## src/rtl/gate_sweep_pkg.sv

```systemverilog
// Shared types and constants for the gate truth-table sweep controller.
// State encoding, standard 2-input truth tables and a counter-width helper.
package gate_sweep_pkg;

  typedef enum logic [1:0] {
    ST_IDLE  = 2'd0,
    ST_APPLY = 2'd1,
    ST_CHECK = 2'd2,
    ST_DONE  = 2'd3
  } state_e;

  localparam logic [3:0] TT_AND2  = 4'b1000;
  localparam logic [3:0] TT_OR2   = 4'b1110;
  localparam logic [3:0] TT_XOR2  = 4'b0110;
  localparam logic [3:0] TT_NAND2 = 4'b0111;

  // Bits needed to hold SETTLE-1; never less than one bit.
  function automatic int cnt_width(input int settle);
    if (settle <= 2) begin
      return 1;
    end else begin
      return $clog2(settle);
    end
  endfunction

endpackage

```

## src/rtl/gate_sweep_timer.sv

```systemverilog
// Settle down-counter: load a start value, count down while enabled,
// and flag zero so the controller knows the vector has settled.
module gate_sweep_timer #(
  parameter int W = 1
) (
  input  logic         clk,
  input  logic         rst_n,
  input  logic         load,
  input  logic         dec,
  input  logic [W-1:0] load_val,
  output logic         zero
);

  logic [W-1:0] r_count;

  // Down-counter register; load takes priority over decrement, stops at zero.
  always_ff @(posedge clk or negedge rst_n) begin
    if (!rst_n) begin
      r_count <= '0;
    end else if (load) begin
      r_count <= load_val;
    end else if (dec && (r_count != '0)) begin
      r_count <= r_count - W'(1);
    end else begin
      r_count <= r_count;
    end
  end

  assign zero = (r_count == '0);

endmodule

```

## src/rtl/gate_sweep_ctrl.sv

```systemverilog
// On-chip truth-table sweep of a combinational gate with mismatch counting.
// Optional macro GSC_FAIL_CAPTURE_EN adds first-failing-vector capture ports.
module gate_sweep_ctrl
  import gate_sweep_pkg::*;
#(
  parameter int                    N_IN   = 2,
  parameter int                    SETTLE = 2,
  parameter logic [(1<<N_IN)-1:0]  EXPECT = TT_AND2
) (
  input  logic            clk,
  input  logic            rst_n,
  input  logic            start,
  input  logic            abort,
  output logic [N_IN-1:0] gate_in,
  input  logic            gate_out,
`ifdef GSC_FAIL_CAPTURE_EN
  output logic [N_IN-1:0] first_fail,
  output logic            first_fail_vld,
`endif
  output logic            busy,
  output logic            done,
  output logic            pass,
  output logic [N_IN:0]   err_count
);

  localparam int            CW   = cnt_width(SETTLE);
  localparam logic [CW-1:0] LOAD = CW'(SETTLE - 1);
  localparam logic [N_IN-1:0] LAST = {N_IN{1'b1}};

  state_e r_state;
  state_e w_next;

  logic [N_IN-1:0] r_gate_in, w_gate_in_nxt;
  logic            r_busy, w_busy_nxt;
  logic            r_done, w_done_nxt;
  logic            r_pass, w_pass_nxt;
  logic [N_IN:0]   r_err, w_err_nxt, w_err_inc;

  logic w_zero;
  logic w_accept;
  logic w_last;
  logic w_mismatch;
  logic w_load;
  logic w_dec;

  assign w_accept   = start && !abort && (r_state == ST_IDLE);
  assign w_last     = (r_gate_in == LAST);
  // Case inequality so an X/Z gate output is counted as a mismatch in simulation.
  assign w_mismatch = (gate_out !== EXPECT[r_gate_in]);
  assign w_err_inc  = r_err + {{N_IN{1'b0}}, w_mismatch};
  assign w_load     = w_accept || ((r_state == ST_CHECK) && !w_last && !abort);
  assign w_dec      = (r_state == ST_APPLY);

  gate_sweep_timer #(.W(CW)) u_timer (
    .clk      (clk),
    .rst_n    (rst_n),
    .load     (w_load),
    .dec      (w_dec),
    .load_val (LOAD),
    .zero     (w_zero)
  );

  // State register.
  always_ff @(posedge clk or negedge rst_n) begin
    if (!rst_n) begin
      r_state <= ST_IDLE;
    end else begin
      r_state <= w_next;
    end
  end

  // Next-state logic; abort overrides every transition.
  always_comb begin
    w_next = r_state;
    if (abort) begin
      w_next = ST_IDLE;
    end else begin
      case (r_state)
        ST_IDLE:  w_next = start  ? ST_APPLY : ST_IDLE;
        ST_APPLY: w_next = w_zero ? ST_CHECK : ST_APPLY;
        ST_CHECK: w_next = w_last ? ST_DONE  : ST_APPLY;
        ST_DONE:  w_next = ST_IDLE;
        default:  w_next = ST_IDLE;
      endcase
    end
  end

  // Next values of the registered outputs.
  always_comb begin
    w_gate_in_nxt = r_gate_in;
    w_err_nxt     = r_err;
    w_pass_nxt    = r_pass;
    w_done_nxt    = 1'b0;
    w_busy_nxt    = (w_next == ST_APPLY) || (w_next == ST_CHECK);
    if (abort) begin
      w_pass_nxt = 1'b0;
    end else begin
      case (r_state)
        ST_IDLE: begin
          if (start) begin
            w_gate_in_nxt = '0;
            w_err_nxt     = '0;
            w_pass_nxt    = 1'b0;
          end else begin
            w_gate_in_nxt = r_gate_in;
          end
        end
        ST_CHECK: begin
          w_err_nxt = w_err_inc;
          if (w_last) begin
            w_done_nxt = 1'b1;
            w_pass_nxt = (w_err_inc == '0);
          end else begin
            w_gate_in_nxt = r_gate_in + N_IN'(1);
          end
        end
        default: begin
          w_gate_in_nxt = r_gate_in;
        end
      endcase
    end
  end

  // Output registers.
  always_ff @(posedge clk or negedge rst_n) begin
    if (!rst_n) begin
      r_gate_in <= '0;
      r_busy    <= 1'b0;
      r_done    <= 1'b0;
      r_pass    <= 1'b0;
      r_err     <= '0;
    end else begin
      r_gate_in <= w_gate_in_nxt;
      r_busy    <= w_busy_nxt;
      r_done    <= w_done_nxt;
      r_pass    <= w_pass_nxt;
      r_err     <= w_err_nxt;
    end
  end

  assign gate_in   = r_gate_in;
  assign busy      = r_busy;
  assign done      = r_done;
  assign pass      = r_pass;
  assign err_count = r_err;

`ifdef GSC_FAIL_CAPTURE_EN
  logic [N_IN-1:0] r_first_fail;
  logic            r_first_fail_vld;

  // First-mismatch capture; cleared by an accepted start, untouched by abort.
  always_ff @(posedge clk or negedge rst_n) begin
    if (!rst_n) begin
      r_first_fail     <= '0;
      r_first_fail_vld <= 1'b0;
    end else if (w_accept) begin
      r_first_fail     <= '0;
      r_first_fail_vld <= 1'b0;
    end else if (!abort && (r_state == ST_CHECK) && w_mismatch && !r_first_fail_vld) begin
      r_first_fail     <= r_gate_in;
      r_first_fail_vld <= 1'b1;
    end else begin
      r_first_fail     <= r_first_fail;
      r_first_fail_vld <= r_first_fail_vld;
    end
  end

  assign first_fail     = r_first_fail;
  assign first_fail_vld = r_first_fail_vld;
`endif

endmodule

```

## config.mk

```make
export PLATFORM = sky130hd
export DESIGN_NAME = gate_sweep_ctrl
export DESIGN_NICKNAME = d
export VERILOG_FILES = /design/src/rtl/gate_sweep_pkg.sv /design/src/rtl/gate_sweep_timer.sv /design/src/rtl/gate_sweep_ctrl.sv
export SDC_FILE = /design/constraint.sdc
export NUM_CORES = 1
export LEC_CHECK = 0
export CELL_PAD_IN_SITES_DETAIL_PLACEMENT = 1
export CELL_PAD_IN_SITES_GLOBAL_PLACEMENT = 1
export CORE_MARGIN = 5
export CORE_UTILIZATION = 38
export CTS_BUF_LIST = sky130_fd_sc_hd__clkbuf_8
export DETAILED_ROUTE_END_ITERATION = 12
export GPL_TIMING_DRIVEN = 0
export HOLD_SLACK_MARGIN = 0.02
export PLACE_DENSITY_LB_ADDON = 0.1
export SETUP_SLACK_MARGIN = 0.3
export SYNTH_ARGS = -nofsm -noshare
export SYNTH_HDL_FRONTEND = slang
export SYNTH_SLANG_ARGS = --single-unit
```

## constraint.sdc

```tcl
create_clock -name clk -period 2.3 [get_ports clk]
set_input_delay 0.345 -clock clk [delete_from_list [all_inputs] [get_ports clk]]
set_output_delay 0.345 -clock clk [all_outputs]
set_load 0.005 [all_outputs]
```

* After elaboration in Yosys (flattened, before gate mapping)
Cells that the tools add are included.
Storage, ports and cells: bits in registers 11, input port bits 5, logic and storage cells 61
Operators by class: add/sub/neg operators 3, order comparisons 1, equality and inequality tests 11, mux-type cells 21, bitwise gates (word level) 1, reductions and logical operators 17
Operators by type and width (number):
- 1-bit 2-to-1 mux | 10
- 2-bit 2-to-1 mux | 5
- 2-bit == test, second input constant | 4
- 2-bit one-hot mux with 4 select lines | 1
- 3-bit inequality test, second input constant | 2
- 3-bit one-hot mux with 2 select lines | 1
- 3-bit AND reduction | 2
- 1-bit logical AND | 5
- 2-bit by 1-bit == test with 1-bit output, second input constant | 2
- 2-bit inequality test, second input constant | 2
- 2-bit one-hot mux with 2 select lines | 1
- 4-bit AND reduction | 1
- 2-bit nonzero test | 2
- 3-bit by 1-bit adder with 3-bit output | 1
- 3-bit zero test | 1
- 2-bit by 3-bit less-than comparator with 1-bit output, second input constant | 1
- 3-bit 2-to-1 mux | 1
- 3-bit nonzero test | 1
- 2-bit by 1-bit adder with 2-bit output, second input constant | 1
- 1-bit binary-select mux with 2-bit select | 1
- 1-bit zero test | 2
- 2-bit zero test | 1
- 1-bit logical OR | 2
- 1-bit one-hot mux with 2 select lines | 1
- other kinds (3) | 3

* Logic depth before layout (Yosys ltp)
Gate-level depths: netlist of run 1.
depth after elaboration 8, gate-level depth with buffers 8, gate-level depth less buffers 7

* Cells and area by module
Synthesis of run 1 repeated with hierarchy kept, for this count alone.
Unflattened totals: cell total of the unflattened synthesis 55, area total of the unflattened synthesis 580.6 sq um
Modules (own cells, without submodules):
- gate_sweep_ctrl | instances 1, cells an instance 51, area an instance 535.5 sq um
- gate_sweep_timer | instances 1, cells an instance 4, area an instance 45.0 sq um

* Worst setup path before layout of run 1
Ideal clock, no wire load.
kind register to register, from reg r_gate_in[0] (netlist: gate_in[0]), to reg r_err[2] (netlist: err_count[2]), library setup time 0.066 ns, arrival 1.869 ns, required time 2.234 ns, slack 0.365 ns, cell stages (with the launch flop) 9, buffers on the path 1, period minus slack after synthesis 1.935 ns, path through dfrtp_1 > ha_1 > clkbuf_1 > xor2_1 > ha_1 > ha_1 > or4b_1 > o21ai_1 > a22o_1
On the way: longest elaborated chain between the ends 5
RTL lines:
- start, declared | RTL line gate_sweep_ctrl.sv:33 | logic [N_IN-1:0] r_gate_in, w_gate_in_nxt;
- start signal, assigned | RTL line gate_sweep_ctrl.sv:133 | r_gate_in <= w_gate_in_nxt;
- 1-bit binary-select mux with 2-bit select | RTL line gate_sweep_ctrl.sv:49 | assign w_mismatch = (gate_out !== EXPECT[r_gate_in]);
- 1-bit 2-to-1 mux (implied by the code) | RTL line gate_sweep_ctrl.sv:49
- 1-bit !== test | RTL line gate_sweep_ctrl.sv:49
- 3-bit by 1-bit adder with 3-bit output | RTL line gate_sweep_ctrl.sv:50 | assign w_err_inc = r_err + {{N_IN{1'b0}}, w_mismatch};
- 3-bit one-hot mux with 2 select lines | RTL line gate_sweep_ctrl.sv:98 | case (r_state)
- end signal, assigned | RTL line gate_sweep_ctrl.sv:137 | r_err <= w_err_nxt;
- end, declared | RTL line gate_sweep_ctrl.sv:37 | logic [N_IN:0] r_err, w_err_nxt, w_err_inc;
Every way passes these cells. The select of a mux whose other input is x is not followed. A chain may end at the register's enable or synchronous reset.

* Worst setup path after layout of run 1
from reg r_gate_in[1] (netlist: gate_in[1]), to reg r_err[2] (netlist: err_count[2])
Same word-level chain as after synthesis.

==> results of run 1 <==
sequential cells by signal (all words and copies together) (netlist names):
name and count:
err_count 3, r_state 2, done 1, pass 1, u_timer.r_count 1, gate_in 2
busy 1
placed cells by master (no fill, tap or decap), drive strengths merged, types with 2 or more instances in the layout:
master / n
clkdlybuf4s50: 12
dfrtp: 11
buf: 8
nor2: 6
o21ai: 5
a22o: 4
clkbuf: 4
ha: 3
a21oi: 2
nor3: 2
inv: 2
a32o: 2
xor2: 2
stage by stage:
stage                     util [%]  cells  setup WS (ps)  power [mW]  hold slack [ps]
after detailed placement      52.0     80            140       0.310              532
after CTS                     59.4     87            301       0.513              462
after global placement        52.0     80            193       0.308              521
after floorplan                  -     53            365       0.269             49.4
after global routing          61.4     89            311       0.535              491
final                         61.4     89            371       0.504              452
worst register-to-register path, cell delays in order, from the launching register on:
cell and delay [ps]:
dfrtp_1 390, ha_2 200, buf_8 120, xor2_2 110
ha_2 200, ha_4 140, or4b_4 470, o21ai_2 90
a22o_1 150
power groups by stage:
| stage | clock [mW] | sequential (mW) | combinational, mW |
|---|---|---|---|
| 2_1_floorplan | 0 | 0.222 | 0.0478 |
| 3_3_place_gp | 0 | 0.223 | 0.0856 |
| 3_5_place_dp | 0 | 0.223 | 0.0869 |
| 4_1_cts | 0.198 | 0.218 | 0.0970 |
| 5_1_grt | 0.208 | 0.221 | 0.107 |
| 6_report | 0.188 | 0.219 | 0.0968 |
final timing paths:
kind / start / to / slack [ps] / depth (start not counted)
min: rst_n / err_count[2] / 450 / 1
min in group clk: err_count[0] / err_count[0] / 540 / 1
max: gate_in[1] / err_count[2] / 370 / 8
max reg2reg: gate_in[1] / err_count[2] / 370 / 8
max in group asynchronous: rst_n / gate_in[0] / 1500 / 1
min reg2reg: err_count[0] / err_count[0] / 540 / 1
logic make-up after synthesis:
family | Yosys count | share of synthesized area [%]
compound gates | 16 | 20.4
simple gates | 14 | 13.3
flops | 11 | 48.9
buf+inv | 5 | 3.78
fa+ha+maj | 3 | 6.67
xor+xnor | 2 | 3.11
mux | 2 | 3.78
metal layers:
metal / global-route usage, % / vias to the layer above / part of all wire [%]
met5: 0 / - / 0
met4: 2.69 / 0 / 0
met3: 6.12 / 0 / 6.2
met2: 22.8 / 15 / 52
met1: 16.4 / 241 / 41
li1: - / 233 / -
final cells by class:
class                      count  share of cell area (%)
timing repair buffer          17                    19.0
clock inverter                 1                   0.453
clock buffer                   3                    4.98
multi-input combinational     37                    36.1
sequential                    11                    33.2
inverter                       1                   0.453
tap                           15                    2.27
buffer                         4                    3.47
timing repair:
action / in CTS / in global routing
endpoints found under the setup margin: 2 / 2
resized for setup: 8 / 3
pin swaps: 2 / 4
setup buffers: 3 / 2
==> metrics.md, run 1 <==
| Metric | Value |
|---|---|
| Fin. Hold Viols | 0 |
| Row cnt | 13 |
| Clock Power Share | 37.3% |
| Final instance area | 828 um2 |
| Seq cells post-synth | 11 |
| Storage cell area | 275 um2 |
| Ports | 13 |
| Worst-skew pair later-pin latency | 240 ps |
| Htree depth | 1 |
| Crit path cell chain | ha_2 > buf_8 > xor2_2 > ha_2 > ha_4 > or4b_4 > o21ai_2 > a22o_1 |
| Slowest CP cell | or4b_4 |
| Starting DRC count in detailed routing | 7 |
| Drt wl/cell | 17.2 um |
| Logic pwr share | 19.2% |
| # diodes | 0 |
| Clock root buffer | clkbuf_8 |
| Drc violations | 0 |
| Count leader, synth | dfrtp_1 |
| WP buf/inv | 1 |
| P_sw | 127 uW |
| Final Critical Period | 1930 ps |
| Reg clk slew, reported paths | 50 ps |
| F_max | 518 MHz |
| CTS Hold Bufs | 0 |
| Horiz. Die Dim | 48.5 um |
| GRT Total Usage | 13.8% |
| Fraction of layout cells with a size suffix above 1 | 25.7% |
| Critical path startpoint category | flop |
| Total Nets Final | 83 |
| Top cell by count, worst path | ha_2 |
| Cell internal pwr | 377 uW |
| CTS tree | built |
| Vias per inst | 5.49 |
| Layout fillers | 144 |
| Power density cells | 608 nW/um2 |
| Synth Cell Area | 563 um2 |
| Highest net fanout along the worst path | 3 |
| Critical path required time | 2480 ps |
| Net Sw Frac | 25.1% |
| Yosys top cell area share | 48.9% |
| Largest area contributor in the netlist | dfrtp_1 |
| Initial antenna violation count | 0 |
| Critical path's top delay family | adder cells |
| Critical Path Max Stage Delay | 470 ps |
| Post-Syn Area per Cell | 10.6 um2 |
| Commonest cells post-synth | 11 x dfrtp_1, 6 x nor2_1, 4 x a22o_1 |
| Worst setup EP type | flop |
| Result of the run | finished, final reports clean |
| Via count of the routed design | 489 |
| Actual slew at the worst max-slew pin | 517 ps |
| Setup violators final | 0 |
| Post-synthesis sequential area ratio | 48.9% |
| Final WL | 1530 um |
| Lkg Pwr | 0.372 nW |
| Initial Utilization | 41.7% |
| Slew margin rel. | 65.4% |
| Hold WC Path Type | in -> async |
| Multi-input logic area | 299 um2 |
| Fin Setup TNS | 0 ps |
| Worst path arrival time | 2100 ps |
| Remaining antenna violation count | 0 |
| Number of synthesized flops with an enable pin | 0 |
| Seq pwr share | 43.4% |
| Core area | 1350 um2 |
| Most common flop cell mapped by yosys | dfrtp_1 |
| Clock Path Buffers | 2 |
| Crit path kind | reg -> reg |
| Peak supply drop | 0.423 mV |
| Mapped Cells | 53 |
| Gr ovfl total | 0 |
| IO buf count | 12 |
| Pins Over Slew Limit | 0 |
| Vias in the first global route | 551 |
| Layout area overhead | 47.1% |
| First-pass GRT wire length | 2570 um |
| # clock sinks | 11 |
| GPL Wtd Cong | 0.711 |
| Largest net degree at the start of global routing | 12 |
| Dpl cell area | 702 um2 |
| Syn Nets | 61 |
| Maxcap violations | 0 |
| RSZ-0062 raised after global routing | no |
| Hpwl dp | 983 um |
| Synth warnings | 0 |
| Final clock skew | 0.376 ps |
| Pre-Repair DR Iteration Count | 3 |
| Die ar. | 2350 um2 |
| Ranking of synthesized cells by area | dfrtp_1 49%, ha_1 6.7%, a22o_1 6.2% |
| Yosys cell types | 24 |
| Final period utilization | 83.9% |
| CTS buffer count | 3 |
| Async set-or-reset flop fraction in the synthesized netlist | 100% |
| Die Y | 48.5 um |
Power figures use the tool's default switching activity.
==> run 2, diff against run 1 <==
Clock period 2.3 ns to 1.8 ns, I/O delays scaled along.
==> run 2 against run 1 <==
The flow now finishes with violations (setup timing). Worst hold slack worse by 87 ps. Combinational power grew 37%. Sequential share of layout area shrank 1.2 points. Global-route usage is 1.3 points lower. Die area unchanged. Clock skew rose by 3.7 ps. Clock power rose by 30%. Flip-flop and latch count unchanged. Final cell count increased by 1.1%. Register-to-register slack got worse by 430 ps.
==> metrics.md, run 2 (synthesized netlist as in run 1, its figures left out) <==
| Metric | Value |
|---|---|
| Result of the run | complete, but fails checks |
| Failing checks | setup timing |
| Fin Setup TNS | -64.5 ps |
| Pre-Repair DR Iteration Count | 3 |
| Layout fillers | 143 |
| CTS buffer count | 3 |
| Final instance area | 860 um2 |
| Setup violators final | 2 |
| Worst setup EP type | flop |
| Initial Utilization | 41.7% |
| Hold WC Path Type | in -> async |
| Via count of the routed design | 478 |
| Pins Over Slew Limit | 0 |
| First-pass GRT wire length | 2230 um |
| Peak supply drop | 0.421 mV |
| GPL Wtd Cong | 0.701 |
| Gr busiest metal | met2 |
| # clock sinks | 11 |
| IO buf count | 12 |
| Cell internal pwr | 488 uW |
| Crit path kind | reg -> reg |
| F_max | 539 MHz |
| Final core utilization | 63.7% |
| Actual slew at the worst max-slew pin | 504 ps |
| R2R Path End | err_count[2] |
| Gr ovfl total | 0 |
| Core area | 1350 um2 |
| Net Sw Frac | 25.6% |
| Clock Power Share | 37.4% |
| Crit path cell chain | ha_2 > buf_8 > xor2_2 > ha_2 > ha_4 > or4b_1 > o21ai_1 > a22o_1 |
| WHS | 366 ps |
| Lkg Pwr | 0.420 nW |
| # diodes | 0 |
| Drc violations | 0 |
| Vias in the first global route | 495 |
| Final period utilization | 103% |
| Maxcap violations | 0 |
| Fin. Hold Viols | 0 |
| Clock root buffer | clkbuf_8 |
| GRT Total Usage | 12.4% |
| Most common cell after layout, fill and taps aside | dfrtp_1 |
| Most frequent cells in the layout | 11 x dfrtp_1, 9 x clkdlybuf4s50_1, 5 x nor2_1, 5 x buf_4, 4 x a22o_1 |
| Final WL | 1380 um |
| Die ar. | 2350 um2 |
| Critical path startpoint category | flop |
| Critical Path Max Stage Delay | 430 ps |
| Post-Place Cells | 80 |
| Top cell by count, worst path | ha_2 |
| P_sw | 168 uW |
| Clock Path Buffers | 2 |
| Initial antenna violation count | 0 |
| Max reg flops | 3 |
| Dpl cell area | 729 um2 |
| Highest net fanout along the worst path | 2 |
| Critical Path Stages | 8 |
| Horiz. Die Dim | 48.5 um |
| Starting DRC count in detailed routing | 2 |
| RSZ-0062 raised after global routing | yes |
| Final clock skew | 4.11 ps |
| Critical path required time | 1980 ps |
| Final Critical Period | 1860 ps |
| Beginning of the critical path | gate_in[0] |
| Final cell count without fillers | 90 |
| Ports | 13 |
| Worst path arrival time | 2040 ps |
| Fraction of layout cells with a size suffix above 1 | 29.3% |
| Total Nets Final | 84 |
| Grt met2 use | 18.9% |
| Critical path's top delay family | adder cells |
| M1 GR Usage | 15.2% |
| Reg-to-Reg Start | gate_in[0] |
| Remaining antenna violation count | 0 |
| Seq pwr share | 42.4% |
| R2R setup slack | -60 ps |
| WP buf/inv | 1 |
| Logic pwr share | 20.2% |
| Htree depth | 1 |
| CTS tree | built |
| Hpwl dp | 981 um |
| Vias per inst | 5.31 |
| Die Y | 48.5 um |
| Final setup margin | -56.7 ps |
| Worst-skew pair later-pin latency | 240 ps |
| Row cnt | 13 |
| Largest net degree at the start of global routing | 12 |
| Drt wl/cell | 15.3 um |
| Slew margin rel. | 66.3% |
| GR Util met3 | 3.36% |
| Power density cells | 763 nW/um2 |
| Layout area overhead | 52.7% |
| Reg clk slew, reported paths | 50 ps |
| Path depth of the worst reg2reg path | 8 |
| Slowest CP cell | or4b_1 |
| Critical Path Sink | err_count[2] |
[run 2: cell count changes in the layout (fill, tap and decap cells not counted), sizes merged]
cell / before / now
buf: 8 / 9
dlymetal6s2s: 0 / 3
clkdlybuf4s50: 12 / 9
[run 2: worst min path at each step]
stage / startpoint / to / slack [ps] / depth (start not counted)
after floorplan: rst_n / busy / -30 / 0
after global placement: err_count[0] / err_count[0] / 510 / 1
after detailed placement: err_count[0] / err_count[0] / 530 / 1
after CTS: rst_n / done / 380 / 1
after global routing: rst_n / done / 420 / 1
final: rst_n / pass / 370 / 1
[run 2: power groups by stage]
stage	Combinational [mW]	Clock (mW)	Sequential, mW
2_1_floorplan	0.0634	0	0.284
6_report	0.133	0.245	0.278
5_1_grt	0.149	0.262	0.280
3_3_place_gp	0.111	0	0.285
4_1_cts	0.125	0.252	0.278
3_5_place_dp	0.115	0	0.285
[run 2: per-layer routing]
layer	vias up	routed length [um]
li1	239	-
met1	222	617
met2	14	655
met3	3	79
met4	0	28
met5	-	0
[run 2: per-stage QoR]
stage                     power (mW)  setup slack (ps)
after global routing           0.691              -131
after floorplan                0.347             -89.9
final                          0.655             -56.7
after detailed placement       0.400              -195
after CTS                      0.656             -85.2
after global placement         0.396              -144
[run 2: cell type report]
type	count	area [um2]	share of cell area, %
clock inverter	1	3.75	0.437
sequential	11	275	32.0
multi-input combinational	37	312	36.2
buffer	4	28.8	3.35
clock buffer	3	41.3	4.80
timing repair buffer	18	176	20.5
tap	15	18.8	2.18
inverter	1	3.75	0.437
[run 2: what timing repair did]
action	4_1_cts	5_1_grt
setup endpoints to repair	4	9
hold buffers	0	0
buffers inserted	4	2
pin swaps	4	4
gates resized for setup	0	10
==> run 3, diff against run 2 <==
Settings changed: SLEW_MARGIN from default to 15.
==> results of run 3 <==
The final DEF is identical to that of run 2; final timing and power are the same.
